`src/rtl/branch_resolve_ctrl.sv`:
```
// -----------------------------------------------------------------------------
// branch_resolve_ctrl
//   Execute-stage sequencer for conditional branches and jumps. It takes one
//   op at a time from decode, spends one cycle evaluating the condition and
//   the target, and checks the outcome against the fetch prediction. On a
//   mispredict it holds a redirect to fetch until fetch accepts it. A
//   saturating counter tracks accepted redirects for performance monitoring.
//
// Ports
//   clk, rst_n          core clock (rising edge), async active-low reset
//   flush               synchronous abort of any in-flight op (highest priority)
//   req_*               branch op from decode (valid/ready handshake)
//   resolve_*           one-cycle outcome pulse, driven during evaluation
//   redirect_*          corrected fetch PC (valid/ready handshake)
//   clear_count         synchronous clear of mispredict_count
//   mispredict_count    saturating count of accepted redirects
// -----------------------------------------------------------------------------
module branch_resolve_ctrl #(
  parameter int XLEN  = 32,
  parameter int CNT_W = 16
) (
  input  logic             clk,
  input  logic             rst_n,
  input  logic             flush,
  input  logic             req_valid,
  output logic             req_ready,
  input  logic [2:0]       req_type,
  input  logic [XLEN-1:0]  req_rs1,
  input  logic [XLEN-1:0]  req_rs2,
  input  logic [XLEN-1:0]  req_pc,
  input  logic [XLEN-1:0]  req_imm,
  input  logic             req_is_jalr,
  input  logic             req_pred_taken,
  output logic             resolve_valid,
  output logic             resolve_taken,
  output logic             resolve_mispredict,
  output logic             redirect_valid,
  input  logic             redirect_ready,
  output logic [XLEN-1:0]  redirect_pc,
  input  logic             clear_count,
  output logic [CNT_W-1:0] mispredict_count
);

  typedef enum logic [1:0] {
    IDLE     = 2'd0,
    EVAL     = 2'd1,
    REDIRECT = 2'd2
  } state_t;

  typedef enum logic [2:0] {
    BR_EQ     = 3'd0,
    BR_NE     = 3'd1,
    BR_LT     = 3'd2,
    BR_GE     = 3'd3,
    BR_LTU    = 3'd4,
    BR_GEU    = 3'd5,
    BR_ALWAYS = 3'd6,
    BR_NEVER  = 3'd7
  } br_type_t;

  localparam logic [CNT_W-1:0] CNT_MAX = '1;

  state_t          state, state_next;

  // Captured copy of the op; req_* may change freely once accepted.
  br_type_t        type_q;
  logic [XLEN-1:0] rs1_q, rs2_q, pc_q, imm_q;
  logic            is_jalr_q, pred_q;

  logic [XLEN-1:0] redirect_pc_q;
  logic [CNT_W-1:0] count_q;

  logic            accept;
  logic            redirect_fire;
  logic            mispredict;

  logic [XLEN:0]   diff;
  logic            n_flag, v_flag;
  logic            eq, lt, ltu;
  logic            taken;
  logic [XLEN-1:0] jalr_sum;
  logic [XLEN-1:0] target;
  logic [XLEN-1:0] fall_through;

  // ---------------------------------------------------------------------------
  // Condition and target evaluation (from the captured operands only)
  // ---------------------------------------------------------------------------
  always_comb begin
    // NOTE: every signal assigned in this block gets a default first, so no
    // path through the case can leave one unassigned and infer a latch.
    taken  = 1'b0;
    diff   = {1'b0, rs1_q} - {1'b0, rs2_q};
    eq     = (diff[XLEN-1:0] == '0);
    n_flag = diff[XLEN-1];
    // Signed overflow of rs1 - rs2: operands of different sign whose
    // difference takes the sign of rs2.
    v_flag = (n_flag & ~rs1_q[XLEN-1] & rs2_q[XLEN-1]) |
             (~n_flag & rs1_q[XLEN-1] & ~rs2_q[XLEN-1]);
    lt     = n_flag ^ v_flag;
    // Borrow out of the zero-extended subtraction means rs1 < rs2 unsigned.
    ltu    = diff[XLEN];

    case (type_q)
      BR_EQ:     taken = eq;
      BR_NE:     taken = ~eq;
      BR_LT:     taken = lt;
      BR_GE:     taken = ~lt;
      BR_LTU:    taken = ltu;
      BR_GEU:    taken = ~ltu;
      BR_ALWAYS: taken = 1'b1;
      BR_NEVER:  taken = 1'b0;
      default:   taken = 1'b0;
    endcase

    jalr_sum     = rs1_q + imm_q;
    target       = is_jalr_q ? {jalr_sum[XLEN-1:1], 1'b0} : (pc_q + imm_q);
    fall_through = pc_q + XLEN'(4);
  end

  assign mispredict    = taken ^ pred_q;
  assign accept        = (state == IDLE) && req_valid && !flush;
  assign redirect_fire = (state == REDIRECT) && redirect_ready && !flush;

  // ---------------------------------------------------------------------------
  // FSM: state register
  // ---------------------------------------------------------------------------
  always_ff @(posedge clk or negedge rst_n) begin
    // NOTE: state is updated with non-blocking assignments so every flop
    // samples pre-edge values regardless of block evaluation order.
    if (!rst_n) state <= IDLE;
    else        state <= state_next;
  end

  // ---------------------------------------------------------------------------
  // FSM: next-state logic (flush overrides everything)
  // ---------------------------------------------------------------------------
  always_comb begin
    state_next = state;
    if (flush) begin
      state_next = IDLE;
    end else begin
      case (state)
        IDLE:     if (req_valid)      state_next = EVAL;
        EVAL:     state_next = mispredict ? REDIRECT : IDLE;
        REDIRECT: if (redirect_ready) state_next = IDLE;
        default:  state_next = IDLE;
      endcase
    end
  end

  // ---------------------------------------------------------------------------
  // FSM: outputs
  // ---------------------------------------------------------------------------
  always_comb begin
    req_ready          = (state == IDLE);
    resolve_valid      = (state == EVAL) && !flush;
    resolve_taken      = resolve_valid & taken;
    resolve_mispredict = resolve_valid & mispredict;
    redirect_valid     = (state == REDIRECT);
    redirect_pc        = redirect_pc_q;
    mispredict_count   = count_q;
  end

  // ---------------------------------------------------------------------------
  // Operand capture
  // ---------------------------------------------------------------------------
  always_ff @(posedge clk or negedge rst_n) begin
    if (!rst_n) begin
      type_q    <= BR_EQ;
      rs1_q     <= '0;
      rs2_q     <= '0;
      pc_q      <= '0;
      imm_q     <= '0;
      is_jalr_q <= 1'b0;
      pred_q    <= 1'b0;
    end else if (accept) begin
      type_q    <= br_type_t'(req_type);
      rs1_q     <= req_rs1;
      rs2_q     <= req_rs2;
      pc_q      <= req_pc;
      imm_q     <= req_imm;
      is_jalr_q <= req_is_jalr;
      pred_q    <= req_pred_taken;
    end
  end

  // ---------------------------------------------------------------------------
  // Redirect PC: loaded once at the end of evaluation, then held until the
  // redirect handshake so fetch always sees a stable value.
  // ---------------------------------------------------------------------------
  always_ff @(posedge clk or negedge rst_n) begin
    if (!rst_n) begin
      redirect_pc_q <= '0;
    end else if ((state == EVAL) && !flush && mispredict) begin
      redirect_pc_q <= taken ? target : fall_through;
    end
  end

  // ---------------------------------------------------------------------------
  // Saturating mispredict counter; clear wins over a same-cycle increment.
  // ---------------------------------------------------------------------------
  always_ff @(posedge clk or negedge rst_n) begin
    if (!rst_n) begin
      count_q <= '0;
    end else if (clear_count) begin
      count_q <= '0;
    end else if (redirect_fire && (count_q != CNT_MAX)) begin
      count_q <= count_q + 1'b1;
    end
  end

endmodule

```
`config.mk`:
```
export PLATFORM = sky130hd
export DESIGN_NAME = branch_resolve_ctrl
export DESIGN_NICKNAME = d
export VERILOG_FILES = /design/src/rtl/branch_resolve_ctrl.sv
export SDC_FILE = /design/constraint.sdc
export NUM_CORES = 1
export LEC_CHECK = 0
export ABC_AREA = 1
export BUFFER_PORTS_ARGS = -buffer_cell sky130_fd_sc_hd__buf_2
export CAP_MARGIN = 20
export CORE_MARGIN = 8
export CORE_UTILIZATION = 50
export DETAILED_ROUTE_END_ITERATION = 12
export PLACE_DENSITY = 0.79
export SYNTH_ARGS = -nofsm -noshare
export SYNTH_HDL_FRONTEND = slang
export SYNTH_SLANG_ARGS = --single-unit
```
`constraint.sdc`:
```
create_clock -name clk -period 9.9 [get_ports clk]
set_input_delay 0.99 -clock clk [delete_from_list [all_inputs] [get_ports clk]]
set_output_delay 0.99 -clock clk [all_outputs]
set_load 0.1 [all_outputs]
```
# After elaboration in Yosys (flattened, before gate mapping)
# Index checks and enable logic that the tools add are counted.
# Widths: inputs -> output; s select.
word_totals:
  register_bits: 183
  output_inout_bits: 53
classes:
  addsub: 5
  n_eq_ne: 12
  n_mux: 10
  n_bitwise: 15
  n_reduce_logical: 13
op_table:
  columns: ["operator", "count"]
  rows:
  - ["$add 32x32->32", 2]
  - ["$mux 32", 2]
  - ["$sub 32x32->33", 1]
  - ["$add 32x3->32 const B", 1]
  - ["$logic_not 32->1", 1]
  - ["$mux 16", 2]
  - ["$add 16x1->16 const B", 1]
  - ["$ne 16x16->1 const B", 1]
  - ["$eq 3x3->1 const B", 4]
  - ["$mux 2", 4]
  - ["$pmux 1 s8", 1]
  - ["$logic_and 1x1->1", 7]
  - ["$and 1x1->1", 6]
  - ["$eq 3x2->1 const B", 2]
  - ["$not 1->1", 6]
  - ["$pmux 2 s3", 1]
  - ["$eq 3x1->1 const B", 1]
  - ["$logic_not 3->1", 1]
  - ["$ne 3x2->1 const B", 1]
  - ["$ne 3x3->1 const B", 1]
  - ["$eq 2x1->1 const B", 1]
  - ["$eq 2x2->1 const B", 1]
  - ["$logic_not 2->1", 1]
  - ["$reduce_and 2->1", 1]
  - ["other kinds (4)", 5]

# Logic depth before layout (Yosys ltp)
depth:
  ltp_word: 12
  mapped_depth: 27
  mapped_depth_nobuf: 26

# Worst setup path after synthesis
# No wires, ideal clock.
synth_path:
  path_type: "register -> output"
  startpoint: "register rs1_q[11]"
  endpoint: "output port resolve_taken"
  arrival_ps: 3885
  setup_slack_ps: 5025
  path_stages_with_launch: 23
  n_path_buf: 1
  cell_sequence: "dfrtp_1 -> ha_1 -> nand2_1 -> inv_1 -> nand2_1 -> inv_2 -> nand2_1 -> clkinv_1 -> nand2_1 -> nand2_1 -> nand2_1 -> nand2_1 -> nand2_1 -> nand2_1 -> fa_1 -> nor2_1 -> nand2_1 -> nor2_1 -> nand3_2 -> nand2_4 -> nand2_8 -> buf_4 -> nor2_1"
synth_between:
  elab_chain_cells: 9
synth_rtl:
  columns: ["item", "line_no", "source"]
  rows:
  - ["start, declared", "67", "logic [XLEN-1:0] rs1_q, rs2_q, pc_q, imm_q;"]
  - ["start signal, assigned", "178", "rs1_q <= req_rs1;"]
  - ["$sub 32x32->33 (*)", "92", "diff = {1'b0, rs1_q} - {1'b0, rs2_q};"]
  - ["$not 1->1", "98", "(~n_flag & rs1_q[XLEN-1] & ~rs2_q[XLEN-1]);"]
  - ["$and 1x1->1 (2 in a row)", "98", null]
  - ["$or 1x1->1", "97", "v_flag = (n_flag & ~rs1_q[XLEN-1] & rs2_q[XLEN-1]) |"]
  - ["$xor 1x1->1", "99", "lt = n_flag ^ v_flag;"]
  - ["$not 1->1", "107", "BR_GE: taken = ~lt;"]
  - ["$pmux 1 s8 (*)", "103", "case (type_q)"]
  - ["$and 1x1->1 (*)", "157", "resolve_taken = resolve_valid & taken;"]
  - ["end, declared", "35", "output logic resolve_taken,"]
# Mark *: on every way between the ends. The rest lies on a longest branch, timed or not.

# Worst setup path in the final report
layout_path:
  startpoint: "register rs1_q[18]"
  endpoint: "output port resolve_mispredict"
layout_between:
  elab_chain_cells: 10
layout_rtl:
  columns: ["item", "line_no", "source"]
  rows:
  - ["$sub 32x32->33 (*)", "92", null]
  - ["$not 1->1", "98", null]
  - ["$and 1x1->1 (2 in a row)", "98", null]
  - ["$or 1x1->1", "97", null]
  - ["$xor 1x1->1", "99", null]
  - ["$not 1->1", "107", null]
  - ["$pmux 1 s8 (*)", "103", null]
  - ["$xor 1x1->1 (*)", "120", "assign mispredict = taken ^ pred_q;"]
  - ["$and 1x1->1 (*)", "158", "resolve_mispredict = resolve_valid & mispredict;"]
  - ["end, declared", "36", "output logic resolve_mispredict,"]
# Marks and branches as above.

==> results.md <==
* Flop pwr share at 25.0%
* Clock latency on the worst-skew pair at between 400 and 500 ps
* Critical path buffers and inverters at 2
* Diodes inserted at 0
* Crit path max-delay family: simple AND/OR/NAND/NOR gates
* Drt wl/cell at ~17 um
* Worst clock skew at 12.8 ps
* Slew Limit Fails at 0
* Final number of hold-violating endpoints at 0
* Fin crit period at 5770 ps
* RSZ-0062 raised after global routing: false
* Placed insts at approximately 2800
* Hold WC Path Type: in -> async
* Outcome: completed
* First-pass GRT wire length at 76400 um
* Num rows at 63
* Initial Util at 50.3%
* Reg2Reg Launch Point: rs1_q[18]
* Initial antenna violation count at 0
* Setup slack, reg-to-reg at 5780 ps
* TNS Setup at 0 ps
* Max stage delay on crit path at 450 ps
* Boundary Pins at 192
* Cell Pwr Density at between 200 and 300 mW/mm^2
* Synth warn at 0
* Syn avg cell area at approximately 6.4 sq um
* Clock slew at reported path FFs at around 70 ps
* Drt pass-1 iters at 6
* Nets@finish at 2691
* Via count at 15200
* CTS sink cnt at approximately 180
* Worst endpoint required time at a little under 9000 ps
* CORE AREA at 0.0293 sq mm
* Internal at 2060 uW
* Max Fclk at 173 MHz
* Layout cell share with drive strength beyond 1 at a little over a tenth
* GRT overflow at 0
* Crit path top cell by count: nand2_1
* Post-synth EDFFs at 0
* Worst setup SP type: flip-flop
* Worst slew margin at 33.8%
* Sw Pwr at 2350 uW
* Switching share of total power at 53.3%
* Crit-path cells: ha_1 > nand2_1 > nor2_1 > nand2_1 > nor2_1 > nand2_1 > nand2_1 > nand2_1 > nand2_1 > fa_1 > nor2_1 > nand2_1 > nor2_1 > nand3_2 > nand2_4 > nand2_8 > nand2_2 > nand3_4 > inv_1 > buf_2
* Final period utilization at about three fifths
* Post-DP HPWL at 38300 um
* Die Span Y at 188 um
* Synth cell types at 49
* Multi-input logic area at 0.00883 sq mm
* R2r worst-path depth at 20
* Critical path arrival at 4780 ps
* Max cap viols at 0
* Setup WS post-layout at 4130 ps
* H-tree Lvls at 4
* Comb pwr share at 59.0%
* Peak VDD IR at 0.000159 V
* Largest net degree at the start of global routing at 97
* Worst-margin pin slew at 992 ps
* Pre-CTS setup slack at 4720 ps
* Post-synthesis sequential area ratio at 31.0%
* CP max-delay cell: dfrtp_1
* Global Route Usage Sum at 26.8%
* Final setup vio count at 0
* Die area at 0.0353 sq mm
* Maximum clock path buffer count at 2
* Via density at 5.31
* Placer Congestion at 0.985
* Vias in the first global route at 14500
* Die width at between 150 and 200 um
* Mapped Area at 0.0148 sq mm
* # fillers at 2935
* Worst Setup End Kind: primary output
* CTS tree: built
* Reg-to-reg endpoint: redirect_pc[3]
* Register area at 0.00458 sq mm
* Post-route ant nets at 0
* Routed WL at 48000 um
* 1st-iter DRT viols at about 1400
* Syn nets at 2529
* Seq cells post-synth at 183
* Hold WS at 470 ps
* Synth async-reset ratio at 100%
* Root buf cell: clkbuf_16
* Area grow syn2layout at 12.5%
* Port Buffers at ~190
* Clock group share of total power at 16.1%
* Hold buffer count at CTS at 0
* Critical-path maximum fanout at 35
* Top FF cell, synth: dfrtp_1
* Post-CTS sizing at 0
* # DRC at 0
* Postcts setup bufs at 0
* Clock buffer count from CTS at 17
* Finished Layout Cells at around 2900
* Leak at 0.00922 uW
* Gate Count Post-Synth at 2292
* Final Power at approximately 4400 uW
* WS Path Type: reg -> out
worst max path at each step:
| stage | from | end | depth (start not counted) |
|---|---|---|---|
| 3_5_place_dp | rs1_q[24] | resolve_mispredict | 20 |
| 5_1_grt | rs1_q[24] | resolve_mispredict | 20 |
| 3_3_place_gp | rs1_q[18] | resolve_mispredict | 20 |
| 2_1_floorplan | rs1_q[11] | resolve_taken | 22 |
| 4_1_cts | rs1_q[24] | resolve_mispredict | 20 |
| 6_report | rs1_q[18] | resolve_mispredict | 20 |
worst register-to-register path, stage by stage, from the launching register on:
cell,delay (ps)
dfrtp_1,450
ha_1,420
nand2_1,140
nor2_1,250
nand2_1,120
nor2_1,90
nand2_1,100
nand2_1,100
nand2_1,60
nand2_1,80
fa_1,410
nor2_1,130
nand2_1,70
nor2_1,140
nand3_2,170
nand2_4,360
nand2_8,230
nand2_2,140
nand3_4,300
nand2_1,180
nand2_1,80
registers in the layout (all words and copies together) (netlist names):
signal	cells
pred_q	1
imm_q	32
redirect_pc	32
pc_q	32
state	2
is_jalr_q	1
rs2_q	32
mispredict_count	16
rs1_q	32
type_q	3
routing by layer:
layer  share of wire [%]  vias up  wire, um  global-route usage, %
met5                   0        -         0                      0
met1                  46     6968     22100                   36.2
li1                    -     7649         -                      -
met3                 5.7       62      2760                   4.64
met2                  46      482     22000                   43.6
met4                 2.4        0      1160                   7.48
layout make-up:
cell class	count	area share, %
Sequential cell	183	27.6
Tap cell	390	2.94
Timing Repair Buffer	197	6.07
Multi-Input combinational cell	1763	53.2
Clock inverter	11	0.890
Inverter	292	6.62
Clock buffer	20	2.69
cell usage in the layout, fill, tap and decap left out, drive strengths merged, types with 6 or more instances in the layout:
master  count
nand2     883
inv       293
buf       197
dfrtp     183
nand3     162
nor2      154
o21ai     152
a21oi     126
ha         95
nor3       41
xor2       34
nand4      25
clkbuf     20
xnor2      15
o21bai     12
nor4        9
a21o        9
and2        7
a31oi       7
clkinv      6
cells in the mapped netlist, types with 6 or more instances:
cell,count,area share (%)
nand3_1,155,5.3
nand4_1,25,1.1
nand3_2,6,0.41
ha_1,95,8.1
a21o_1,9,0.46
nor2_2,10,0.42
a21oi_1,125,4.2
nor3_1,38,1.3
nor4_1,9,0.38
o21ai_0,151,5.1
xor2_1,34,2.0
buf_2,6,0.20
clkbuf_1,35,0.89
a31oi_1,7,0.30
dfrtp_1,183,31
nor2_1,144,3.7
nand2_2,6,0.25
and2_1,7,0.30
inv_2,8,0.20
buf_6,7,0.53
o21bai_1,12,0.61
inv_1,283,7.2
xnor2_1,15,0.89
nand2_1,872,22
cell families (layout without fill, tap and decap cells):
| family | after synthesis | in the layout | synth area share [%] |
|---|---|---|---|
| compound gates | 324 | 324 | 11.8 |
| xor+xnor | 49 | 49 | 2.91 |
| fa+ha+maj | 98 | 98 | 8.46 |
| buf+inv | 346 | 520 | 9.26 |
| flops | 183 | 183 | 31.0 |
| mux | 1 | 1 | 0.0678 |
| simple gates | 1291 | 1291 | 36.4 |
stage by stage:
stage	cell area [sq um]	utilization (%)
finish	16600	56.6
global placement	16000	54.6
floorplan	14800	-
global route	16600	56.6
CTS	16600	56.6
detailed placement	16000	54.6
power by group through the flow:
| stage | clock network, uW | logic (uW) | registers [uW] |
|---|---|---|---|
| finish | 708 | 2600 | 1100 |
| global route | 746 | 2870 | 1120 |
| CTS | 719 | 2570 | 1100 |
| detailed placement | 0 | 2560 | 1110 |
| global placement | 0 | 2530 | 1110 |
| floorplan | 0 | 1570 | 1470 |
No activity file was read; power rests on OpenSTA's default activity.
